[config.mk]
export PLATFORM = sky130hd
export DESIGN_NAME = pipe_skid_reg_flat
export DESIGN_NICKNAME = d
export VERILOG_FILES = /design/src/rtl/pipe_skid_if.sv /design/src/rtl/pipe_skid_reg.sv /design/src/flat_wrapper.sv
export SDC_FILE = /design/constraint.sdc
export NUM_CORES = 1
export LEC_CHECK = 0
export ABC_AREA = 1
export CORE_MARGIN = 3
export CORE_UTILIZATION = 30
export DETAILED_ROUTE_END_ITERATION = 16
export PLACE_DENSITY = 0.58
export SLEW_MARGIN = 20
export SYNTH_ARGS = -nofsm -noshare
export SYNTH_HDL_FRONTEND = slang
export SYNTH_SLANG_ARGS = --single-unit
[constraint.sdc]
create_clock -name clk -period 4 [get_ports clk]
set_input_delay 0.8 -clock clk [delete_from_list [all_inputs] [get_ports clk]]
set_output_delay 0.8 -clock clk [all_outputs]
set_load 0.02 [all_outputs]
[src/rtl/pipe_skid_if.sv]
// Valid/ready handshake bundle for one pipeline register stage: upstream (in_*) and downstream (out_*) sides.
// master is the environment driving the stage; slave is the stage itself.
interface pipe_skid_if #(
  parameter int DATA_W = 32,
  parameter int CTRL_W = 8
);
  logic              in_valid;
  logic              in_ready;
  logic [DATA_W-1:0] in_data;
  logic [CTRL_W-1:0] in_ctrl;
  logic              out_valid;
  logic              out_ready;
  logic [DATA_W-1:0] out_data;
  logic [CTRL_W-1:0] out_ctrl;

  modport master (
    output in_valid, in_data, in_ctrl, out_ready,
    input  in_ready, out_valid, out_data, out_ctrl
  );

  modport slave (
    input  in_valid, in_data, in_ctrl, out_ready,
    output in_ready, out_valid, out_data, out_ctrl
  );
endinterface

[src/rtl/pipe_skid_reg.sv]
// Pipeline register with a one-entry skid buffer: full throughput, registered in_ready,
// synchronous flush, and a saturating count of back-pressured cycles.
module pipe_skid_reg #(
  parameter int DATA_W = 32,
  parameter int CTRL_W = 8,
  parameter int CNT_W  = 16
) (
  input  logic             clk,
  input  logic             reset_n,
  input  logic             flush,
  pipe_skid_if.slave       bus,
  output logic [1:0]       occupancy,
  output logic [CNT_W-1:0] stall_cnt
);

  // Encoding equals the number of held beats, so occupancy is the state itself.
  typedef enum logic [1:0] {
    EMPTY = 2'd0,
    ONE   = 2'd1,
    TWO   = 2'd2
  } state_t;

  state_t            state_q, state_d;
  logic [DATA_W-1:0] main_data_q, main_data_d;
  logic [CTRL_W-1:0] main_ctrl_q, main_ctrl_d;
  logic [DATA_W-1:0] skid_data_q, skid_data_d;
  logic [CTRL_W-1:0] skid_ctrl_q, skid_ctrl_d;
  logic              in_ready_q, in_ready_d;
  logic              out_valid_q, out_valid_d;
  logic [CNT_W-1:0]  stall_q, stall_d;
  logic              accept, emit;

  function automatic logic [CNT_W-1:0] sat_inc(input logic [CNT_W-1:0] v);
    return (&v) ? v : v + CNT_W'(1);
  endfunction

  always_comb begin
    accept      = bus.in_valid & in_ready_q;
    emit        = out_valid_q & bus.out_ready;
    state_d     = state_q;
    main_data_d = main_data_q;
    main_ctrl_d = main_ctrl_q;
    skid_data_d = skid_data_q;
    skid_ctrl_d = skid_ctrl_q;

    case (state_q)
      EMPTY: begin
        if (accept) begin
          state_d     = ONE;
          main_data_d = bus.in_data;
          main_ctrl_d = bus.in_ctrl;
        end
      end
      ONE: begin
        if (accept && emit) begin
          main_data_d = bus.in_data;
          main_ctrl_d = bus.in_ctrl;
        end else if (accept) begin
          state_d     = TWO;
          skid_data_d = bus.in_data;
          skid_ctrl_d = bus.in_ctrl;
        end else if (emit) begin
          state_d     = EMPTY;
          main_ctrl_d = '0;
        end
      end
      TWO: begin
        if (emit) begin
          state_d     = ONE;
          main_data_d = skid_data_q;
          main_ctrl_d = skid_ctrl_q;
        end
      end
      default: begin
        state_d     = EMPTY;
        main_ctrl_d = '0;
      end
    endcase

    // Bubbles must never carry control, so the main control field is zeroed on any drain.
    if (flush) begin
      state_d     = EMPTY;
      main_ctrl_d = '0;
    end

    in_ready_d  = (state_d != TWO);
    out_valid_d = (state_d != EMPTY);
    stall_d     = (out_valid_q && !bus.out_ready) ? sat_inc(stall_q) : stall_q;
  end

  always_ff @(posedge clk) begin
    if (!reset_n) begin
      state_q     <= EMPTY;
      main_data_q <= '0;
      main_ctrl_q <= '0;
      in_ready_q  <= 1'b1;
      out_valid_q <= 1'b0;
      stall_q     <= '0;
    end else begin
      state_q     <= state_d;
      main_data_q <= main_data_d;
      main_ctrl_q <= main_ctrl_d;
      in_ready_q  <= in_ready_d;
      out_valid_q <= out_valid_d;
      stall_q     <= stall_d;
    end
  end

  // Skid contents are only ever read in TWO, which reset cannot leave us in.
  always_ff @(posedge clk) begin
    skid_data_q <= skid_data_d;
    skid_ctrl_q <= skid_ctrl_d;
  end

  assign bus.in_ready  = in_ready_q;
  assign bus.out_valid = out_valid_q;
  assign bus.out_data  = main_data_q;
  assign bus.out_ctrl  = main_ctrl_q;
  assign occupancy     = state_q;
  assign stall_cnt     = stall_q;

endmodule

[src/flat_wrapper.sv]
// flat-port wrapper written by rule: the top's interface ports become plain ports
module pipe_skid_reg_flat 
#(
  parameter int DATA_W = 32,
  parameter int CTRL_W = 8,
  parameter int CNT_W  = 16
)
  (clk, reset_n, flush, occupancy, stall_cnt, bus_in_valid, bus_in_data, bus_in_ctrl, bus_out_ready, bus_in_ready, bus_out_valid, bus_out_data, bus_out_ctrl);
  pipe_skid_if #(.DATA_W(DATA_W), .CTRL_W(CTRL_W)) bus_i ();
  input  logic clk;
  input  logic reset_n;
  input  logic flush;
  output logic [1:0] occupancy;
  output logic [CNT_W-1:0] stall_cnt;
  input wire logic [$bits(bus_i.in_valid)-1:0] bus_in_valid;
  input wire logic [$bits(bus_i.in_data)-1:0] bus_in_data;
  input wire logic [$bits(bus_i.in_ctrl)-1:0] bus_in_ctrl;
  input wire logic [$bits(bus_i.out_ready)-1:0] bus_out_ready;
  output wire logic [$bits(bus_i.in_ready)-1:0] bus_in_ready;
  output wire logic [$bits(bus_i.out_valid)-1:0] bus_out_valid;
  output wire logic [$bits(bus_i.out_data)-1:0] bus_out_data;
  output wire logic [$bits(bus_i.out_ctrl)-1:0] bus_out_ctrl;
  assign bus_i.in_valid = bus_in_valid;
  assign bus_i.in_data = bus_in_data;
  assign bus_i.in_ctrl = bus_in_ctrl;
  assign bus_i.out_ready = bus_out_ready;
  assign bus_in_ready = bus_i.in_ready;
  assign bus_out_valid = bus_i.out_valid;
  assign bus_out_data = bus_i.out_data;
  assign bus_out_ctrl = bus_i.out_ctrl;
  pipe_skid_reg #(.DATA_W(DATA_W), .CTRL_W(CTRL_W), .CNT_W(CNT_W)) u_core (.clk(clk), .reset_n(reset_n), .flush(flush), .bus(bus_i), .occupancy(occupancy), .stall_cnt(stall_cnt));
endmodule
# Word level (Yosys, flattened, before mapping)
# Index checks and enable logic that the tools add are counted.
[classes]
addsub = 1
eq_ne = 8
n_mux = 17
bitwise = 5
n_reduce_logical = 12
[op_table]
columns = ["cell", "count"]
rows = [
  ["32-bit 2-to-1 mux", 3],
  ["32-bit one-hot mux with 3 select lines", 1],
  ["8-bit 2-to-1 mux", 5],
  ["8-bit one-hot mux with 3 select lines", 1],
  ["16-bit by 1-bit adder with 16-bit output (second input constant)", 1],
  ["16-bit AND reduction", 1],
  ["2-bit 2-to-1 mux", 6],
  ["4-bit AND reduction", 2],
  ["2-bit by 1-bit inequality test with 1-bit output (second input constant)", 3],
  ["2-bit one-hot mux with 3 select lines", 1],
  ["3-bit by 1-bit inequality test with 1-bit output (second input constant)", 1],
  ["3-bit inequality test (second input constant)", 1],
  ["1-bit NOT", 3],
  ["3-bit AND reduction", 1],
  ["3-bit nonzero test", 1],
  ["1-bit bitwise AND", 2],
  ["2-bit by 1-bit == test with 1-bit output (second input constant)", 1],
  ["2-bit == test (second input constant)", 1],
  ["1-bit logical AND", 2],
  ["2-bit logical NOT", 1],
  ["2-bit inequality test (second input constant)", 1],
  ["2-bit AND reduction", 1],
  ["2-bit nonzero test", 1],
  ["2-bit OR reduction", 1],
  ["1-bit logical NOT", 1],
]
[word_totals]
reg_bits = 100
input_bits = 45
elab_cells = 51

# Logic depth before layout (Yosys ltp)
# Gate-level depths: netlist of the first run.
[logic_depth]
depth_word = 7
depth_mapped = 9
ltp_nobuf = 9

# Worst setup path before layout of the first run
# OpenSTA, ideal clock, no wires.
[synth_path]
path_type = "input to register"
start = "input bus_out_ready"
end = "register u_core.skid_ctrl_q[0] (enable)"
setup_time_ns = 0.437
arrival_ns = 2.708
slack_ns = 0.855
path_stages = 3
n_path_buf = 0
path_cell_list = "nand2_2 > nand2_1 > nor2_1"
[synth_via]
elab_chain_len = 4
[synth_lines]
columns = ["element", "line", "source"]
rows = [
  ["from (decl)", "flat_wrapper.sv:18", "input wire logic [$bits(bus_i.out_ready)-1:0] bus_out_ready;"],
  ["1-bit bitwise AND", "pipe_skid_reg.sv:39", "emit = out_valid_q & bus.out_ready;"],
  ["1-bit logical AND", "pipe_skid_reg.sv:55", "if (accept && emit) begin"],
  ["1-bit NOT (no source line)", "-", ""],
  ["3-bit AND reduction (no source line)", "-", ""],
  ["to (signal assigned)", "pipe_skid_reg.sv:112", "skid_ctrl_q <= skid_ctrl_d;"],
  ["to (decl)", "pipe_skid_reg.sv:27", "logic [CTRL_W-1:0] skid_ctrl_q, skid_ctrl_d;"],
]
# Every way passes these cells.
# A chain may end at the register's enable or synchronous reset.

# Final worst setup path of the first run
[layout_path]
start = "register u_core.state_q[1], in the netlist u_core.occupancy[1]"
end = "register u_core.main_data_q[23], in the netlist u_core.bus.out_data[23]"
[layout_via]
elab_chain_len = 3
elab_cells_between_ends = 9
[layout_lines]
columns = ["element", "line", "source"]
rows = [
  ["from (decl)", "pipe_skid_reg.sv:23", "state_t state_q, state_d;"],
  ["from (signal assigned)", "pipe_skid_reg.sv:100", "state_q <= state_d;"],
  ["2-bit by 1-bit == test with 1-bit output (tied with other cells)", "pipe_skid_reg.sv:46", "case (state_q)"],
  ["2-bit by 1-bit inequality test with 1-bit output (no source line) / 3-bit nonzero test (equally long branches)", "-", ""],
  ["4-bit AND reduction (no source line)", "-", ""],
  ["to (signal assigned)", "pipe_skid_reg.sv:101", "main_data_q <= main_data_d;"],
  ["to (decl)", "pipe_skid_reg.sv:24", "logic [DATA_W-1:0] main_data_q, main_data_d;"],
]
# Several ways; a longest one is shown, not always the timed one.

==> flow_summary.toml, run 1 <==
[route]
vias = 3703
detail_route.vias_per_cell = 4.53
drc_errors = 0
antenna_left = 0
wl_um = 11000
dr.pass1.iters = 4
drt-initial-drc-count = 237
wire_per_inst_um = 13.5

[placed_design]
dp_hpwl_um = 7640
post_dp_cell_area_sq_um = 5710
place_congestion = 0.782
numPortBuffers = 104
place_ws_ns = 0.925

[clocking]
clockRootBuffer = "clkbuf_16"
cts_sinks = 100
clk_pin_slew_ns = 0.07
tritoncts = "built"
numCtsBuffers = 9
cts_resized = 0
clk_path_buf_depth = 2
clk_latency_ns = 0.35
h-tree-depth = 3
cts_hold_buf = 0
postCtsSetupBuffers = 0

[yosys]
syn-num-nets = 574
synthArstFlopShare_pct = 0
syn_inst = 528
synth_top_flop_cell = "dfxtp_1"
yosys_warnings = 0
yosysSeqAreaShare_pct = 53.1
synth_seq_cells = 100
post_synth_main_area_contributors = "dfxtp_1 (27%), edfxtp_1 (27%), nand2_1 (16%), nand3_2 (6.2%), nor2_1 (5.2%)"
synth_top_cell_area_share_pct = 26.6
yosysTopAreaCell = "dfxtp_1"
synth.distinct_cells = 29
synth.avg_cell_area_sq_um = 8.56
syn-cell-area_sq_um = 4520
synth_edf_count = 40

[global_routing]
antenna_found_initial = 0
grt_overflow = 0
grt_pass1_wl_um = 18100
grt_usage_pct = 13.8
grt_start_max_net_pins = 41
grt_pass1_vias = 3627

[finish]
fill_cells = 1455
final_common_cell = "nand2_1"
syn2layout_area_growth_pct = 32.2
nets = 675
antenna_cells = 0
stdcell_area_sq_um = 5980
drive_above_1_share_pct = 14.4
mostFrequentLayoutCells = "nand2_1 (188), clkdlybuf4s50_1 (103), nor2_1 (62)"

[pwr]
p_switching_w = 0.000608
power.leakage_nw = 2.26
p_int_w = 0.00169
power_frac_seq_pct = 49.4
p_sw_share_pct = 26.4
peakVddDrop_uv = 202
pwr-share-comb_pct = 15.9
powerDensity_nw_per_um2 = 385
power_w = 0.00230
p_clk_share_pct = 34.7

[timing]
final.setup.tns_ns = 0
timing.hold.ws_ns = 0.468
setup_ws_ns = 1.12
skew_ns = 0.00597
rsz0062_at_grt = "false"
setup_viol = 0
finalMaxSlewViolations = 0
period_share_pct = 72.0
relSlewSlack_pct = 29.4
worst_pin_slew_ns = 1.05
period_minus_slack_ns = 2.88
max_clock_freq_ghz = 0.347
hold_viol_final = 0

[floorplan]
die_area_sq_um = 16600
die_h_um = 129
io_pins = 105
core_sq_um = 14600
initial_utilization_pct = 30.9
die_x_um = 129
std_cell_rows = 44

[min_path]
hold_class = "reg2reg"

[critical_path]
cp.arrival_ns = 3.12
crit_path_end_kind = "flip-flop"
worstPathRequired_ns = 4.24
worstPathMaxFanout = 32
crit_type = "reg2reg"
start_kind = "flip-flop"

[run]
cap_violations = 0

[outcome]
status = "completed"
-- final timing paths --
path / start / to / slack, ns / depth (start not counted)
worst max-delay path: u_core.occupancy[1] / u_core.bus.out_data[23] / 1.12 / 8
worst min-delay path: u_core.bus.out_ctrl[5] / u_core.bus.out_ctrl[5] / 0.47 / 2
worst max register to register: u_core.occupancy[1] / u_core.bus.out_data[23] / 1.12 / 8
worst min register to register: u_core.bus.out_ctrl[5] / u_core.bus.out_ctrl[5] / 0.47 / 2
-- cell usage after synthesis, types with 2 or more instances --
master and count:
clkbuf_1 8, nand3_1 31, nor2_1 63, xor2_1 4
inv_2 3, buf_2 4, a21oi_1 21, nor3_1 3
nand4_1 5, xnor2_1 2, nor2_4 4, dfxtp_1 60
edfxtp_1 40, nand2_1 188, buf_6 4, nor2_2 30
buf_4 3, nand3_2 28, inv_1 16, nand2_2 2
-- metal layers --
metal  routed length, um  GRT usage (%)  vias up
met1                5230           18.3     1695
met2                5100           21.4       90
met4                 167           5.06        0
met5                   0              0        -
met3                 556           4.07       15
li1                    -              -     1903
-- stage by stage --
stage / utilization, % / instances
floorplan: - / 528
global placement: 39.0 / 802
detailed placement: 39.0 / 802
CTS: 40.8 / 818
global route: 40.8 / 818
finish: 40.8 / 818
-- state kept, by name (all words and copies together), names as in the netlist --
signal and count:
u_core.skid_data_q 32, u_core.bus.out_data 32, u_core.bus.out_valid 1, u_core.skid_ctrl_q 8, u_core.occupancy 2, u_core.stall_cnt 16, u_core.bus.in_ready 1, u_core.bus.out_ctrl 8
-- cell type report --
type	instances	area, sq um	share of cell area (%)
timing repair buffer	109	1070	18.0
clock inverter	4	25.0	0.419
inverter	19	71.3	1.19
multi-input combinational	390	1940	32.4
clock buffer	12	236	3.96
tap	184	230	3.85
sequential	100	2400	40.2
-- cell families after synthesis --
group	count (synthesis)	share of synthesized area (%)
simple gates	357	37.8
flops	100	53.1
buf+inv	38	4.18
compound gates	26	3.46
xor+xnor	6	1.16
fa+ha+maj	1	0.277
-- critical path, stage by stage, from the launching register on --
cell	delay, ns
dfxtp_1	0.47
inv_2	0.09
nor2_4	0.34
buf_4	0.37
clkinv_1	0.88
nand2_1	0.34
nand3_2	0.10
nand2_1	0.11
nor2_2	0.03
-- power by group through the flow --
| stage | Sequential [W] | Clock, W | Combinational (W) |
|---|---|---|---|
| 6_report | 0.00114 | 0.000798 | 0.000366 |
| 5_1_grt | 0.00114 | 0.000869 | 0.000402 |
| 4_1_cts | 0.00114 | 0.000825 | 0.000372 |
| 3_5_place_dp | 0.00116 | 0 | 0.000369 |
| 3_3_place_gp | 0.00116 | 0 | 0.000363 |
| 2_1_floorplan | 0.00120 | 0 | 0.000168 |
No activity file was read; power rests on OpenSTA's default activity.
==> run 2: changes to the inputs <==
--- a/config.mk
+++ b/config.mk
@@ -9,7 +9,7 @@
 export CORE_MARGIN = 3
 export CORE_UTILIZATION = 30
 export DETAILED_ROUTE_END_ITERATION = 16
-export PLACE_DENSITY = 0.58
+export PLACE_DENSITY = 0.59
 export SLEW_MARGIN = 20
 export SYNTH_ARGS = -nofsm -noshare
 export SYNTH_HDL_FRONTEND = slang
==> constraint.sdc (replaced) <==
create_clock -name clk -period 2.6 [get_ports clk]
set_input_delay 0.52 -clock clk [delete_from_list [all_inputs] [get_ports clk]]
set_output_delay 0.52 -clock clk [all_outputs]
set_load 0.02 [all_outputs]
==> flow_summary.toml, run 2 (synthesis results as in run 1) <==
[timing]
worst_pin_slew_ns = 0.624
period_minus_slack_ns = 2.01
period_share_pct = 77.3
skew_ns = 0.00905
relSlewSlack_pct = 58.3
max_clock_freq_ghz = 0.498
hold_viol_final = 0
setup_viol = 0
timing.hold.ws_ns = 0.463
finalMaxSlewViolations = 0
final.setup.tns_ns = 0
rsz0062_at_grt = "false"

[critical_path]
crit_type = "reg2reg"
r2r-end = "u_core.bus.out_data[16]"
cp.arrival_ns = 2.26
worstPathRequired_ns = 2.85
reg2reg_depth = 7
crit_path_end_kind = "flip-flop"
worstPathMaxFanout = 32
r2r-start = "u_core.occupancy[1]"
r2r_slack_ns = 0.59
start_kind = "flip-flop"

[pwr]
peakVddDrop_uv = 286
powerDensity_nw_per_um2 = 602
power_w = 0.00363
power.leakage_nw = 2.29

[finish]
drive_above_1_share_pct = 15.1
nets = 675
final_cells = 818
mostFrequentLayoutCells = "nand2_1 (188), clkdlybuf4s50_1 (103), nor2_1 (62)"
syn2layout_area_growth_pct = 33.5
antenna_cells = 0
final_common_cell = "nand2_1"

[route]
drc_errors = 0
wl_um = 10900
wire_per_inst_um = 13.3
dr.pass1.iters = 4
antenna_left = 0
detail_route.vias_per_cell = 4.56
drt-initial-drc-count = 201
vias = 3727

[global_routing]
top_usage_layer = "met2"
antenna_found_initial = 0
grt_pass1_vias = 3732
met1_usage_pct = 17.0
grt_start_max_net_pins = 53
grt_pass1_wl_um = 18100
grt_util_met2_pct = 22.6
grt_usage_pct = 13.7
use_met3_pct = 3.36
grt_overflow = 0

[outcome]
status = "completed"

[clocking]
clk_path_buf_depth = 2
tritoncts = "built"
cts_sinks = 100
clk_latency_ns = 0.36
numCtsBuffers = 9
postCtsSetupBuffers = 0
clockRootBuffer = "clkbuf_16"
cts_hold_buf = 0
clk_pin_slew_ns = 0.07
h-tree-depth = 3

[floorplan]
io_pins = 105
core_sq_um = 14600
initial_utilization_pct = 30.9
die_area_sq_um = 16600
std_cell_rows = 44
die_h_um = 129
die_x_um = 129

[placed_design]
dp_hpwl_um = 7470
dp.cells = 802
numPortBuffers = 104
place_congestion = 0.793

[min_path]
worstHoldEndpoint = "u_core.bus.out_ctrl[6]"
hold_path_startpoint = "u_core.bus.out_ctrl[6]"
hold_class = "reg2reg"
hold_depth = 2

[run]
cap_violations = 0
[run 2: worst max-delay path: stages, from the launching register on]
cell and delay, ns:
dfxtp_1 0.47, inv_2 0.08, nor2_4 0.28, clkinvlp_4 0.61, nand2_1 0.24, nand3_2 0.09
nand2_1 0.09, nor2_2 0.03
[run 2: repair_timing]
item,in CTS,in global routing
setup endpoints to repair,0,1
gates resized for setup,0,1
endpoints found under the hold margin,0,0
[run 2: per-stage QoR]
step                      instance area [sq um]  setup WS [ns]  utilization, %
after detailed placement                   5740          0.255            39.2
after floorplan                            4520          0.180               -
final                                      6040          0.591            41.2
after global placement                     5740          0.286            39.2
after global routing                       6040          0.367            41.2
after CTS                                  6030          0.565            41.2
[run 2: worst max-delay path by stage]
stage / start / cells after the start / slack [ns] / endpoint
after floorplan: u_core.occupancy[0] / 4 / 0.18 / u_core.skid_ctrl_q[0]
after global placement: bus_in_valid / 9 / 0.29 / u_core.bus.out_data[2]
after detailed placement: bus_in_valid / 9 / 0.25 / u_core.bus.out_data[26]
after global routing: u_core.occupancy[1] / 7 / 0.37 / u_core.bus.out_data[21]
final: u_core.occupancy[1] / 7 / 0.59 / u_core.bus.out_data[16]
after CTS: u_core.occupancy[1] / 1 / 0.56 / occupancy[1]
[run 2: layout make-up]
cell class                      count  area (sq um)
Sequential cell                   100          2400
Fill cell                        1434          8610
Timing Repair Buffer              109          1100
Clock buffer                       10           239
Clock inverter                      6          53.8
Inverter                           19          75.1
Multi-Input combinational cell    390          1940
Tap cell                          184           230
[run 2: layer usage]
metal | up-vias | routed length (um)
li1 | 1906 | -
met1 | 1724 | 4830
met2 | 85 | 5320
met3 | 12 | 544
met4 | 0 | 206
met5 | - | 0
[run 2: report_power, final]
group          leakage [nW]  switching [W]  internal (W)
sequential            0.856      0.0000411       0.00171
clock                 0.142       0.000625      0.000692
combinational          1.29       0.000314      0.000253
==> patch 1 (settings of run 1) <==
`CNT_W` is set to 16 in 2 places; all go to 18.
--- a/src/rtl/pipe_skid_reg.sv
+++ b/src/rtl/pipe_skid_reg.sv
@@ -3,7 +3,7 @@
 module pipe_skid_reg #(
   parameter int DATA_W = 32,
   parameter int CTRL_W = 8,
-  parameter int CNT_W  = 16
+  parameter int CNT_W  = 18
 ) (
   input  logic             clk,
   input  logic             reset_n,
--- a/src/flat_wrapper.sv
+++ b/src/flat_wrapper.sv
@@ -3,7 +3,7 @@
 #(
   parameter int DATA_W = 32,
   parameter int CTRL_W = 8,
-  parameter int CNT_W  = 16
+  parameter int CNT_W  = 18
 )
   (clk, reset_n, flush, occupancy, stall_cnt, bus_in_valid, bus_in_data, bus_in_ctrl, bus_out_ready, bus_in_ready, bus_out_valid, bus_out_data, bus_out_ctrl);
   pipe_skid_if #(.DATA_W(DATA_W), .CTRL_W(CTRL_W)) bus_i ();
Interface: changed (resized stall_cnt); port bits go from 105 to 107. The function was not compared with the original's and may differ.
==> patch 1 against run 1 <==
  * Synthesized area down 3.2%
  * Final area fell by 1.8%
  * Sequential cell count is 2 higher
  * Setup slack improved by 0.21 ns
  * First-iteration DRC count increased by 8.9%
  * Routed wire length increased by 3.1%
  * Sequential share of layout area up 1.4 points
  * Total power is 0.70% higher
  * Worst hold slack lost 0.0029 ns
==> patch 1: results (changes against run 1) <==
metric,value,unit,change
outcome,"finished, final reports clean",,
drive_above_1_share,4.59,%,-9.8 points
arrival,2.95,ns,-0.17 ns
firstDrtPassIters,7,,+3
synth_common_cells,"189 x nand2_1, 97 x nor2_1, 62 x dfxtp_1",,
dp_cells,817,,+1.9%
n_fill_cell,1401,,-3.7%
wl_met1,5260,µm,+0.59%
synth-xor-area-share,2.00,%,+0.84 points
grt_use_met3,5.14,%,+1.1 points
synth_cells,547,,+3.6%
synth-compound-area-share,7.00,%,+3.5 points
viasPerCell,4.62,,+2.0%
fin_skew,0.00851,ns,+0.00254 ns
ys_top_cells_by_area,"dfxtp_1 28%, edfxtp_1 27%, nand2_1 16%",,
synth_fp_nets,593,,+3.3%
clkPwrFrac,36.4,%,+1.7 points
synth_cell_type_count,22,,-24%
path_max_fanout,33,,+3.1%
synthAdderAreaFrac,0.286,%,+0.0091 points
r2r_end,u_core.bus.out_data[11],,
hpwl,7930,µm,+3.8%
p_int,1.71,mW,+1.1%
ys_seq_area_share,55.8,%,+2.7 points
grt_pass1_wl,18500,µm,+1.7%
grt_usage,14.2,%,+0.46 points
p_leak,2.33,nW,+2.8%
wl_met3,755,µm,+36%
crit_start,bus_in_valid,,
grt_pass1_vias,3729,,+2.8%
routed_wl,11400,µm,+3.1%
use_met2,22.6,%,+1.2 points
vdd_ir_drop_max,0.205,mV,+1.3%
reg2reg_slack,1.59,ns,+0.47 ns
gp_congestion,0.881,,+13%
## patch 1: worst min-delay path by stage
stage,from,slack (ns),end,cells after the start
floorplan,u_core.bus.out_ctrl[0],0.54,u_core.bus.out_ctrl[0],2
global route,u_core.bus.out_ctrl[6],0.48,u_core.bus.out_ctrl[6],2
finish,u_core.bus.out_ctrl[4],0.47,u_core.bus.out_ctrl[4],2
detailed placement,u_core.bus.out_ctrl[4],0.45,u_core.bus.out_ctrl[4],2
global placement,u_core.bus.out_ctrl[6],0.46,u_core.bus.out_ctrl[6],2
CTS,u_core.bus.out_ctrl[4],0.47,u_core.bus.out_ctrl[4],2
## patch 1: worst max-delay path, stage by stage
cell and delay [ns]:
clkdlybuf4s50_1 0.49, nand2_1 0.17, o21ai_4 0.34, nand3_4 0.35, inv_2 0.57, nor2_1 0.09
nor2_1 0.13
## patch 1: cell type report
cell class              instances  area share, %
flip-flops and latches        102           41.6
multi-input cells             395           29.2
repair buffers                111           18.7
clock buffers                  10           4.07
well taps                     180           3.84
inverters                      29           1.86
clock inverters                 6          0.725
## patch 1: stage by stage
step | cell area (µm²) | worst slack, ns | util, % | hold WS (ns) | total power, mW
floorplan | 4380 | 0.807 | - | 0.543 | 1.34
global placement | 5590 | 1.02 | 39.6 | 0.461 | 1.49
detailed placement | 5590 | 0.933 | 39.6 | 0.455 | 1.50
CTS | 5870 | 1.29 | 41.6 | 0.466 | 2.35
global route | 5870 | 1.09 | 41.6 | 0.483 | 2.42
finish | 5870 | 1.33 | 41.6 | 0.466 | 2.32
## patch 1: kinds of logic (layout without fill, tap and decap cells)
kind of cell    after synthesis  after routing
simple gates                325            325
flops                       102            102
compound gates               59             59
buf+inv                      50            156
xor+xnor                     10             10
fa+ha+maj                     1              1
==> patch 2 (config.mk and constraints of run 1) <==
Without the edit above. Put one more register stage on the output `stall_cnt`, with the module's reset. The value now appears one clock later. The other outputs are not delayed to match.
--- a/src/rtl/pipe_skid_reg.sv
+++ b/src/rtl/pipe_skid_reg.sv
@@ -117,7 +117,13 @@
   assign bus.out_data  = main_data_q;
   assign bus.out_ctrl  = main_ctrl_q;
   assign occupancy     = state_q;
-  assign stall_cnt     = stall_q;
+  always_ff @(posedge clk) begin
+    if (!reset_n) begin
+      stall_cnt <= '0;
+    end else begin
+      stall_cnt <= stall_q;
+    end
+  end
 
 endmodule
 
Check against the original RTL: not equivalent (Yosys sat finds a counterexample within 4 cycles, from zero or initial values and one cycle with reset_n low).
==> patch 2 against run 1 <==
  * Final area increased by 8.8%
  * Sequential power increased by 14%
  * Clock skew increased by 0.0018 ns
  * Global-route usage increased by 0.19 points
  * Total power increased by 34%
  * Setup slack improved by 0.45 ns
  * Sequential cell count increased by 16
  * Via count increased by 8.3%
  * Routed wire length increased by 4.6%
  * Synthesized area increased by 4.8%
  * Critical endpoint is now occupancy[0]
==> patch 2: results (changes against run 1) <==
metric,value,unit,change
synth_edf_count,40,,unchanged
yosysWarnings,0,,unchanged
vdd_ir_drop_max,0.308,mV,+53%
firstDrtPassIters,5,,+1
finalNetCount,731,,+8.3%
drcViolationCount,0,,unchanged
cts_setup_buffers,0,,unchanged
slowest_delay,0.71,ns,-0.17 ns
outcome,"finished, final reports clean",,
cts.clk_slew.worst_paths,0.05,ns,-0.02 ns
cts_root_buffer,clkbuf_16,,
grt_max_degree,42,,+2.4%
place_ws,1.32,ns,+0.391 ns
hpwl,8070,µm,+5.7%
path_max_fanout,6,,-81%
grt_pass1_vias,3879,,+6.9%
routed_wl,11600,µm,+4.6%
drt-initial-drc-count,233,,-1.7%
wl_per_cell,12.7,µm,-6.0%
dp_cells,877,,+9.4%
hp-class,reg -> reg,,
p_leak,2.65,nW,+17%
gp_congestion,0.871,,+11%
worstSkewPairLatency,0.41,ns,+0.06 ns
cts_buffers,17,,+8
vias,4011,,+8.3%
antenna_found_initial,1,,+1
async_flop_share,0,%,unchanged
relSlewSlack,40.3,%,+11 points
crit_family,buffers and inverters,,
fin_skew,0.00775,ns,+0.00178 ns
synth_cell_type_count,24,,-17%
arrival,1.63,ns,-1.49 ns
cap_violations,0,,unchanged
p_int,2.37,mW,+40%
port-buffer-count,104,,unchanged
synth_common_cells,"198 x nand2_1, 93 x nor2_1, 76 x dfxtp_1",,
cp_slowest_cell,clkdlybuf4s50_1,,
synth_cells,581,,+10%
htree_levels,4,,+1
ys_seq_area_share,57.4,%,+4.3 points
cts_resized,0,,unchanged
synth_ff_type,dfxtp_1,,
grt_pass1_wl,19400,µm,+7.1%
cts_buffer_depth,2,,unchanged
grt_usage,14.0,%,+0.19 points
drive_above_1_share,6.59,%,-7.8 points
ys_top_cells_by_area,"dfxtp_1 32%, edfxtp_1 25%, nand2_1 16%",,
synth_fp_nets,627,,+9.2%
post_dp_cell_area,5930,µm²,+3.8%
## patch 2: cell count changes after synthesis, sizes merged, moves of 7 or more
cell and change:
dfxtp +16, buf +7, nand2 +10, nand3 -30, o21ai +31, inv +21
## patch 2: cells by family after synthesis
group           Yosys count  synth area share, %
xor+xnor                  8                 1.48
compound gates           56                 5.91
flops                   116                 57.4
fa+ha+maj                 1                0.264
simple gates            337                 28.7
buf+inv                  63                 6.23
## patch 2: routing by layer
layer  up-vias  global-route usage (%)  share of wire, %  routed length [µm]
met5         -                       0                 0                   0
met4         0                    8.05               3.3                 376
met3        27                    3.56               4.6                 526
met2       107                    23.2                49                5640
met1      1819                    16.4                43                5010
li1       2058                       -                 -                   -
## patch 2: layout make-up
type                    count  area, µm²
diodes                      1       2.50
clock buffers              25        485
clock inverters             7       80.1
fillers                  1565       8810
inverters                  41        154
multi-input cells         402       1730
flip-flops and latches    116       2720
well taps                 211        264
repair buffers            107       1060
## patch 2: power by group through the flow
| stage | Clock [mW] | Sequential, mW | Combinational [mW] |
|---|---|---|---|
| finish | 1.45 | 1.30 | 0.332 |
| global route | 1.53 | 1.31 | 0.366 |
| CTS | 1.48 | 1.30 | 0.337 |
| detailed placement | 0 | 1.32 | 0.336 |
| global placement | 0 | 1.32 | 0.331 |
| floorplan | 0 | 1.37 | 0.136 |
## patch 2: final timing paths
check	startpoint	end	slack [ns]	cells past startpoint
hold / removal	u_core.bus.out_ctrl[2]	u_core.bus.out_ctrl[2]	0.47	2
setup reg to reg	u_core.occupancy[1]	u_core.bus.out_valid	1.68	6
hold reg to reg	u_core.bus.out_ctrl[2]	u_core.bus.out_ctrl[2]	0.47	2
setup / recovery	u_core.occupancy[0]	occupancy[0]	1.57	1
